[src/rtl/ex_pkg.sv]
// Shared definitions for the execute stage: datapath width, funct codes,
// aluop encodings and the mul/div sequencer state.
package ex_pkg;

  localparam int XLEN = 32;

  // R-type funct codes (imm[5:0])
  localparam logic [5:0] F_SLL   = 6'h00;
  localparam logic [5:0] F_SRL   = 6'h02;
  localparam logic [5:0] F_SRA   = 6'h03;
  localparam logic [5:0] F_MFHI  = 6'h10;
  localparam logic [5:0] F_MFLO  = 6'h12;
  localparam logic [5:0] F_MULT  = 6'h18;
  localparam logic [5:0] F_MULTU = 6'h19;
  localparam logic [5:0] F_DIV   = 6'h1A;
  localparam logic [5:0] F_DIVU  = 6'h1B;
  localparam logic [5:0] F_ADD   = 6'h20;
  localparam logic [5:0] F_ADDU  = 6'h21;
  localparam logic [5:0] F_SUB   = 6'h22;
  localparam logic [5:0] F_SUBU  = 6'h23;
  localparam logic [5:0] F_AND   = 6'h24;
  localparam logic [5:0] F_OR    = 6'h25;
  localparam logic [5:0] F_XOR   = 6'h26;
  localparam logic [5:0] F_NOR   = 6'h27;
  localparam logic [5:0] F_SLT   = 6'h2A;
  localparam logic [5:0] F_SLTU  = 6'h2B;

  // aluop encodings from decode
  localparam logic [1:0] ALUOP_ADD   = 2'b00;
  localparam logic [1:0] ALUOP_SUB   = 2'b01;
  localparam logic [1:0] ALUOP_RTYPE = 2'b10;
  localparam logic [1:0] ALUOP_ADD2  = 2'b11;

  // mul/div operation select (equals funct[1:0] of the issuing instruction)
  localparam logic [1:0] MD_MULT  = 2'b00;
  localparam logic [1:0] MD_MULTU = 2'b01;
  localparam logic [1:0] MD_DIV   = 2'b10;
  localparam logic [1:0] MD_DIVU  = 2'b11;

  typedef enum logic [1:0] {
    MD_IDLE = 2'b00,
    MD_RUN  = 2'b01,
    MD_FIX  = 2'b10
  } md_state_e;

endpackage

[src/rtl/ex_muldiv_stage_muldiv.sv]
// Iterative multiply/divide unit with HI/LO registers. One result bit per
// cycle on unsigned magnitudes; signs are applied in a final fixup cycle.
//
// Handshake: start is sampled only while the unit is idle and ce=1; it is
// accepted on that edge and busy rises after it. busy stays high until the
// edge that writes HI/LO. The issuer must hold off dependent reads (and any
// new start) while busy is high; start while busy is ignored.
module muldiv_unit
  import ex_pkg::*;
#(
  parameter int XLEN    = 32,
  parameter int MD_ITER = 32
) (
  input  logic            clk,
  input  logic            rst,
  input  logic            ce,
  input  logic            start,
  input  logic [1:0]      op,
  input  logic [XLEN-1:0] a,
  input  logic [XLEN-1:0] b,
  output logic            busy,
  output logic [XLEN-1:0] hi,
  output logic [XLEN-1:0] lo,
  output md_state_e       state
);

  localparam int CW = $clog2(MD_ITER + 1);

  md_state_e         state_q;
  logic [CW-1:0]     cnt_q;
  logic              is_div_q;
  logic              neg_q;    // negate product / quotient
  logic              rneg_q;   // negate remainder (dividend sign)
  logic [XLEN-1:0]   acc_q;    // product high half / partial remainder
  logic [XLEN-1:0]   qr_q;     // multiplier shifting out / quotient shifting in
  logic [XLEN-1:0]   b_q;      // multiplicand / divisor magnitude
  logic [XLEN-1:0]   hi_q, lo_q;

  logic [XLEN-1:0]   acc_d, qr_d;
  logic              signed_op;
  logic [XLEN-1:0]   mag_a, mag_b;
  logic [XLEN:0]     add_sum, shifted;
  logic              no_borrow;
  logic [2*XLEN-1:0] prod_fix;
  logic [XLEN-1:0]   quo_fix, rem_fix;

  // Operand magnitudes captured at issue; unsigned ops pass through
  always_comb begin
    signed_op = ~op[0];
    mag_a     = (signed_op && a[XLEN-1]) ? -a : a;
    mag_b     = (signed_op && b[XLEN-1]) ? -b : b;
  end

  // One iteration: shift-add for multiply, restoring shift-subtract for divide
  always_comb begin
    add_sum   = {1'b0, acc_q} + (qr_q[0] ? {1'b0, b_q} : '0);
    shifted   = {acc_q, qr_q[XLEN-1]};
    no_borrow = (shifted >= {1'b0, b_q});
    if (is_div_q) begin
      acc_d = no_borrow ? (shifted[XLEN-1:0] - b_q) : shifted[XLEN-1:0];
      qr_d  = {qr_q[XLEN-2:0], no_borrow};
    end else begin
      acc_d = add_sum[XLEN:1];
      qr_d  = {add_sum[0], qr_q[XLEN-1:1]};
    end
  end

  // Sign fixup of the finished magnitudes
  always_comb begin
    prod_fix = neg_q  ? -{acc_q, qr_q} : {acc_q, qr_q};
    quo_fix  = neg_q  ? -qr_q  : qr_q;
    rem_fix  = rneg_q ? -acc_q : acc_q;
  end

  // Sequencer IDLE -> RUN (MD_ITER cycles) -> FIX -> IDLE; ce freezes everything
  always_ff @(posedge clk) begin
    if (rst) begin
      state_q  <= MD_IDLE;
      cnt_q    <= '0;
      is_div_q <= 1'b0;
      neg_q    <= 1'b0;
      rneg_q   <= 1'b0;
      acc_q    <= '0;
      qr_q     <= '0;
      b_q      <= '0;
      hi_q     <= '0;
      lo_q     <= '0;
    end else if (ce) begin
      case (state_q)
        MD_IDLE: begin
          if (start) begin
            state_q  <= MD_RUN;
            cnt_q    <= '0;
            is_div_q <= op[1];
            neg_q    <= signed_op & (a[XLEN-1] ^ b[XLEN-1]);
            rneg_q   <= signed_op & a[XLEN-1];
            acc_q    <= '0;
            qr_q     <= mag_a;
            b_q      <= mag_b;
          end
        end
        MD_RUN: begin
          acc_q <= acc_d;
          qr_q  <= qr_d;
          cnt_q <= cnt_q + CW'(1);
          if (cnt_q == CW'(MD_ITER - 1)) state_q <= MD_FIX;
        end
        MD_FIX: begin
          if (is_div_q) begin
            hi_q <= rem_fix;
            lo_q <= quo_fix;
          end else begin
            hi_q <= prod_fix[2*XLEN-1:XLEN];
            lo_q <= prod_fix[XLEN-1:0];
          end
          state_q <= MD_IDLE;
        end
        default: state_q <= MD_IDLE;
      endcase
    end
  end

  assign busy  = (state_q != MD_IDLE);
  assign hi    = hi_q;
  assign lo    = lo_q;
  assign state = state_q;

endmodule

[src/rtl/ex_muldiv_stage.sv]
// MIPS execute stage: operand select, ALU/shifter, branch target adder,
// background mul/div unit and the EX/MEM pipeline register.
module ex_muldiv_stage
  import ex_pkg::*;
#(
  parameter int XLEN    = 32,
  parameter int MD_ITER = 32
) (
  input  logic            clk,
  input  logic            rst,
  input  logic            ce,
  input  logic [XLEN-1:0] pc,
  input  logic [XLEN-1:0] regdata_rs,
  input  logic [XLEN-1:0] regdata_rt,
  input  logic [XLEN-1:0] imm,
  input  logic [4:0]      rt,
  input  logic [4:0]      rd,
  input  logic [1:0]      wb,
  input  logic [2:0]      m,
  input  logic            alusrc,
  input  logic            regdst,
  input  logic [1:0]      aluop,
  input  logic            flush,
  output logic            stall,
  output logic [XLEN-1:0] exmem_alu,
  output logic [XLEN-1:0] exmem_store,
  output logic [XLEN-1:0] exmem_target,
  output logic            exmem_zero,
  output logic [4:0]      exmem_dst,
  output logic [1:0]      exmem_wb,
  output logic [2:0]      exmem_m,
  output md_state_e       md_state
);

  logic [5:0]      funct;
  logic [4:0]      shamt;
  logic [XLEN-1:0] op_b;
  logic [XLEN-1:0] alu_res;
  logic            is_rtype, is_md_issue, md_dep, md_start, md_busy;
  logic [XLEN-1:0] md_hi, md_lo;

  logic [XLEN-1:0] alu_q, store_q, target_q;
  logic            zero_q;
  logic [4:0]      dst_q;
  logic [1:0]      wb_q;
  logic [2:0]      m_q;

  assign funct       = imm[5:0];
  assign shamt       = imm[10:6];
  assign op_b        = alusrc ? imm : regdata_rt;
  assign is_rtype    = (aluop == ALUOP_RTYPE);
  assign is_md_issue = is_rtype && (funct inside {F_MULT, F_MULTU, F_DIV, F_DIVU});
  assign md_dep      = is_rtype && (funct inside {F_MFHI, F_MFLO, F_MULT, F_MULTU, F_DIV, F_DIVU});

  // A HI/LO reader or a second mul/div waits in EX until the unit is idle
  assign stall    = md_busy & md_dep & ~flush;
  assign md_start = is_md_issue & ~flush & ~stall;

  muldiv_unit #(
    .XLEN    (XLEN),
    .MD_ITER (MD_ITER)
  ) u_muldiv (
    .clk   (clk),
    .rst   (rst),
    .ce    (ce),
    .start (md_start),
    .op    (funct[1:0]),
    .a     (regdata_rs),
    .b     (regdata_rt),
    .busy  (md_busy),
    .hi    (md_hi),
    .lo    (md_lo),
    .state (md_state)
  );

  // ALU and shifter; unknown R-type functs produce zero
  always_comb begin
    alu_res = '0;
    case (aluop)
      ALUOP_SUB: alu_res = regdata_rs - op_b;
      ALUOP_RTYPE: begin
        case (funct)
          F_ADD, F_ADDU: alu_res = regdata_rs + op_b;
          F_SUB, F_SUBU: alu_res = regdata_rs - op_b;
          F_AND:  alu_res = regdata_rs & op_b;
          F_OR:   alu_res = regdata_rs | op_b;
          F_XOR:  alu_res = regdata_rs ^ op_b;
          F_NOR:  alu_res = ~(regdata_rs | op_b);
          F_SLT:  alu_res = {{(XLEN-1){1'b0}}, ($signed(regdata_rs) < $signed(op_b))};
          F_SLTU: alu_res = {{(XLEN-1){1'b0}}, (regdata_rs < op_b)};
          F_SLL:  alu_res = regdata_rt << shamt;
          F_SRL:  alu_res = regdata_rt >> shamt;
          F_SRA:  alu_res = $signed(regdata_rt) >>> shamt;
          F_MFHI: alu_res = md_hi;
          F_MFLO: alu_res = md_lo;
          default: alu_res = '0;
        endcase
      end
      default: alu_res = regdata_rs + op_b;
    endcase
  end

  // EX/MEM register; bubbles (flush, stall, mul/div issue) clear wb and m
  always_ff @(posedge clk) begin
    if (rst) begin
      alu_q    <= '0;
      store_q  <= '0;
      target_q <= '0;
      zero_q   <= 1'b0;
      dst_q    <= '0;
      wb_q     <= '0;
      m_q      <= '0;
    end else if (ce) begin
      alu_q    <= alu_res;
      store_q  <= regdata_rt;
      target_q <= pc + (imm << 2);
      zero_q   <= (alu_res == '0);
      dst_q    <= regdst ? rd : rt;
      wb_q     <= (flush | stall | is_md_issue) ? 2'b00  : wb;
      m_q      <= (flush | stall | is_md_issue) ? 3'b000 : m;
    end
  end

  assign exmem_alu    = alu_q;
  assign exmem_store  = store_q;
  assign exmem_target = target_q;
  assign exmem_zero   = zero_q;
  assign exmem_dst    = dst_q;
  assign exmem_wb     = wb_q;
  assign exmem_m      = m_q;

endmodule
[config.mk]
export PLATFORM = sky130hd
export DESIGN_NAME = ex_muldiv_stage
export DESIGN_NICKNAME = d
export VERILOG_FILES = /design/src/rtl/ex_pkg.sv /design/src/rtl/ex_muldiv_stage_muldiv.sv /design/src/rtl/ex_muldiv_stage.sv
export SDC_FILE = /design/constraint.sdc
export NUM_CORES = 2
export LEC_CHECK = 0
export ABC_CLOCK_PERIOD_IN_PS = 14300
export BUFFER_PORTS_ARGS = -buffer_cell sky130_fd_sc_hd__buf_2
export CELL_PAD_IN_SITES_DETAIL_PLACEMENT = 0
export CELL_PAD_IN_SITES_GLOBAL_PLACEMENT = 1
export CORE_AREA = 4 4 279 281
export DETAILED_ROUTE_END_ITERATION = 10
export DIE_AREA = 0 0 283 285
export GPL_TIMING_DRIVEN = 0
export MAX_ROUTING_LAYER = met4
export PLACE_DENSITY = 0.74
export SKIP_LAST_GASP = 1
export SLEW_MARGIN = 20
export SYNTH_ARGS = -nofsm -noshare
export SYNTH_HDL_FRONTEND = slang
export SYNTH_HIERARCHICAL = 1
export SYNTH_SLANG_ARGS = --single-unit
[constraint.sdc]
create_clock -name clk -period 14.3 [get_ports clk]
set_input_delay 2.86 -clock clk [delete_from_list [all_inputs] [get_ports clk]]
set_output_delay 2.86 -clock clk [all_outputs]
set_load 0.02 [all_outputs]
==> summary by stage <==
Yosys
The share of synthesized registers carrying an async set or reset is 0. The number of enable-type register cells in the synthesized netlist is 0. The share of the synthesized area in the top cell type is 0.186. Yosys printed 6 warnings. The number of nets produced by synthesis is 4318. The most repeated cell in the gate-level netlist after synthesis is sky130_fd_sc_hd__nor2_1. The sequential cell area fraction in the yosys report is 0.186.

The number of library cell types mapped by synthesis is 101. The most used flip-flop cell after synthesis is sky130_fd_sc_hd__dfxtp_1. In the post-synthesis netlist, the biggest area contributors are sky130_fd_sc_hd__dfxtp_1, sky130_fd_sc_hd__ha_1, sky130_fd_sc_hd__mux2i_1. The cell count after synthesis is 3959. The synthesized design spends more area on one cell type than any other, namely sky130_fd_sc_hd__dfxtp_1. In this run the mean area of a mapped cell was 7.54 um2. The cell area that synthesis handed to floorplanning was 0.0298 mm2. The synthesized design contains approximately 280 register bits. Ranked by instance count, the synthesized netlist is headed by sky130_fd_sc_hd__nor2_1, sky130_fd_sc_hd__nand2_1, sky130_fd_sc_hd__a21oi_1, sky130_fd_sc_hd__dfxtp_1, sky130_fd_sc_hd__clkbuf_1.

CTS
Hold repair after CTS inserted 0 buffers. The TritonCTS clock tree is done. CTS saw 278 sinks. The count of cells resized by post-cts repair is 0. The total clock buffers created by CTS is 35. The clock latency of the later-clocked register in the worst-skew pair is about 0.57 ns. The H-tree generated during clock tree synthesis spans 2 levels. The buffer cell driving the clock tree root is sky130_fd_sc_hd__clkbuf_16. The buffer depth of the longest clock path is 3. The clock transition at the registers of the reported paths is 0.06 ns. In this run the post-CTS setup repair buffer count came out at 0.

Detailed routing
The number of vias after detailed routing is between 30000 and 40000. The first-pass detailed-route iteration total is 6. After detailed routing, the total wire length is 160000 um. After detailed routing, the average wire length per cell comes to around 30 um. Using the TritonRoute via totals, the vias-per-cell ratio works out to about 6.4. The count of nets left with antenna violations once routing finished came out at 0. For this run, design rule violations remaining after detail routing come to 0. The detailed router finished its first iteration with approximately 3800 violations.

Placed design
After detailed placement, the total cell area comes to roughly 0.032 mm2. At the end of routability-driven placement, the weighted congestion stood at 1.07. The wire-length estimate of the detail-placed layout is ~130000 um. The count of buffers inserted at the top-level ports is roughly 260. The setup slack after placement is 3.67 ns.

GRT
In the global route stage, met2 resource usage came out at 0.563. Entering global routing, the biggest net connects 15 pins. The via count of the first global-routing pass is 30800.

The overall routing resource usage is 0.388. The met3 capacity usage during global routing is 0.0641. Summed over all layers, the global routing overflow is 0. The met1 layer usage reported by global route is 0.536.

The global-route layer with the greatest usage is met2. The initial antenna violation count is 5. The wire length of the first global-routing pass is ~230000 um.

Run status
The flow ran to the end, and the final reports show no timing, DRC or antenna violations.

Floorplanning
The overall die area is around 0.081 mm2. The core box area is 0.0754 mm2. For this configuration, the core starts out at a cell density of 0.396. The x dimension of the die is 283 um.

The die height is 285 um. The I/O pin total is 261. In this run the core area contains between 100 and 150 standard-cell rows.

Power and ir drop
The overall power after layout is 2.72 mW. Internal power comes to 1.66 mW. The clock power share is 0.342. Of the total power, the share spent switching nets is 0.391. VDD sags by at most 0.0849 mV.

The combinational cell fraction of total power is 0.358. Of the total power, registers draw 0.300. The power per cell area is 80.9 mW/mm2. The leakage component of the power is 13.9 nW. Summed over all nets, the switching power comes to roughly 1.1 mW.

STA
Setup violations remaining at the end of the flow were counted as 0. Setup repair after global routing left no endpoint under its margin. For the pin with the worst max-slew slack, the measured transition is around 1.3 ns. The final count of pins violating max slew is 0.

The final number of hold-violating endpoints was 0. The ratio of final minimum period to clock period is 0.724. Measured against its own limit, the worst slew margin works out to 0.143. The smallest hold slack is 0.457 ns. The maximum frequency from static timing analysis is a little under 0.1 GHz. The smallest clock period supported by the final layout is computed as about 10 ns. Across all setup checks in the final design, the least slack found is 3.95 ns. The setup clock skew after layout is roughly 0.017 ns.

In the final timing run, aggregate negative setup slack is 0 ns.

Worst setup path
At the worst endpoint, the required time is between 10 and 15 ns. In this run the worst path has a maximum fanout of 14. The critical path class is primary input to flip-flop. The worst setup path is captured at a flip-flop. The arrival time of data at the critical path endpoint is 10.82 ns. STA classifies the critical path startpoint as a primary input. For flop-to-flop paths, the worst setup slack is roughly 9.5 ns.

Cells and area
The fraction of final layout cells sized beyond drive strength 1 is 0.121. The net total in the final layout is 4614. The growth of design area from synthesis to finish is 12.6%. The finished cells cover 0.0336 mm2.

Worst hold path
The type of the worst min-delay path is flip-flop to flip-flop.

Flow run
The tool flagged a number of max-cap violations equal to 0.
[placed cells by master, fill, tap and decap left out, types with 22 or more instances in the layout]
master                      count
sky130_fd_sc_hd__nand4_1       40
sky130_fd_sc_hd__nor2b_1       44
sky130_fd_sc_hd__xnor2_1      127
sky130_fd_sc_hd__mux2i_1      198
sky130_fd_sc_hd__dfxtp_1      278
sky130_fd_sc_hd__nor4_1        31
sky130_fd_sc_hd__o31ai_1       32
sky130_fd_sc_hd__o21ai_0      223
sky130_fd_sc_hd__buf_1         30
sky130_fd_sc_hd__mux2_2        22
sky130_fd_sc_hd__o22ai_1       22
sky130_fd_sc_hd__nor3_1        93
sky130_fd_sc_hd__xor2_1        91
sky130_fd_sc_hd__a21oi_1      289
sky130_fd_sc_hd__a31oi_1       43
sky130_fd_sc_hd__a221oi_1      22
sky130_fd_sc_hd__nand2b_1      29
sky130_fd_sc_hd__buf_2        303
sky130_fd_sc_hd__a21o_1        51
sky130_fd_sc_hd__a211oi_1     154
sky130_fd_sc_hd__or3_1         33
sky130_fd_sc_hd__o21a_1        41
sky130_fd_sc_hd__a22oi_1       48
sky130_fd_sc_hd__nor2_1       475
sky130_fd_sc_hd__mux4_2        55
sky130_fd_sc_hd__nand2_1      310
sky130_fd_sc_hd__nand3_1       67
sky130_fd_sc_hd__ha_1         203
sky130_fd_sc_hd__o211ai_1      54
sky130_fd_sc_hd__inv_1        185
sky130_fd_sc_hd__clkbuf_1     229
sky130_fd_sc_hd__clkbuf_16     35
[critical path, cell delays in order]
cell                        delay, ns
sky130_fd_sc_hd__buf_2           0.53
sky130_fd_sc_hd__buf_2           0.37
sky130_fd_sc_hd__buf_2           0.37
sky130_fd_sc_hd__buf_2           0.38
sky130_fd_sc_hd__clkbuf_1        0.65
sky130_fd_sc_hd__clkbuf_1        0.73
sky130_fd_sc_hd__mux2i_1         0.22
sky130_fd_sc_hd__inv_1           0.14
sky130_fd_sc_hd__ha_1            0.24
sky130_fd_sc_hd__inv_1           0.08
sky130_fd_sc_hd__fa_1            0.43
sky130_fd_sc_hd__nand2b_1        0.19
sky130_fd_sc_hd__a211oi_1        0.48
sky130_fd_sc_hd__o211ai_1        0.23
sky130_fd_sc_hd__a21oi_1         0.44
sky130_fd_sc_hd__a2111oi_0       0.31
sky130_fd_sc_hd__o31ai_1         0.31
sky130_fd_sc_hd__xor2_1          0.11
sky130_fd_sc_hd__a222oi_1        0.77
sky130_fd_sc_hd__nand4_1         0.18
sky130_fd_sc_hd__nor3_1          0.22
sky130_fd_sc_hd__nand4_1         0.21
sky130_fd_sc_hd__o41ai_2         0.31
[cell type report]
class	instances	area, um2
Clock buffer	49	1020
Buffer	313	1330
Clock inverter	14	168
Tap cell	978	1220
Multi-Input combinational cell	3177	22300
Timing Repair Buffer	259	1300
Sequential cell	278	5570
Inverter	191	717
Antenna cell	4	10.0
Fill cell	8038	41800
[power groups by stage]
stage               Combinational [mW]  Sequential, mW  Clock [mW]
finish                           0.974           0.816       0.929
global route                      1.02           0.819       0.975
CTS                              0.942           0.816       0.947
detailed placement               0.937           0.833           0
global placement                 0.942           0.832           0
floorplan                        0.543           0.862           0
[through the flow]
step,std cells,util
2_1_floorplan,3959,-
3_3_place_gp,5195,0.429
3_5_place_dp,5196,0.429
4_1_cts,5259,0.445
5_1_grt,5263,0.446
6_report,5263,0.446
[per-layer routing]
metal	share of wire	routed length (um)
met1	0.44	70300
met2	0.42	67700
met3	0.088	14100
met4	0.050	7950
met5	0	0
[flip-flops by register name, summed over array words and instances, names as in the netlist, 2 cells and up]
name,flops
exmem_alu,32
exmem_store,32
exmem_target,32
u_muldiv/acc_q,32
u_muldiv/b_q,32
u_muldiv/hi,32
u_muldiv/lo,32
u_muldiv/qr_q,32
u_muldiv/cnt_q,6
exmem_dst,5
exmem_m,3
exmem_wb,2
u_muldiv/state,2
[final timing paths]
| check | from | to | depth (start not counted) |
|---|---|---|---|
| max | imm[0] | exmem_zero | 23 |
| min | u_muldiv/hi[2] | u_muldiv/hi[2] | 2 |
| max reg2reg | u_muldiv/acc_q[11] | u_muldiv/acc_q[19] | 12 |
| min reg2reg | u_muldiv/hi[2] | u_muldiv/hi[2] | 2 |
[kinds of logic after synthesis]
family | after synthesis | share of synthesized area
AOI/OAI and AO/OA | 1215 | 0.273
xor gates and xnor gates | 218 | 0.0640
adders and majority gates | 208 | 0.0884
buffers and inverters | 504 | 0.0684
DFF | 278 | 0.186
muxes | 289 | 0.125
and+or+nand+nor | 1247 | 0.194
(Power assumes the default switching activity.)
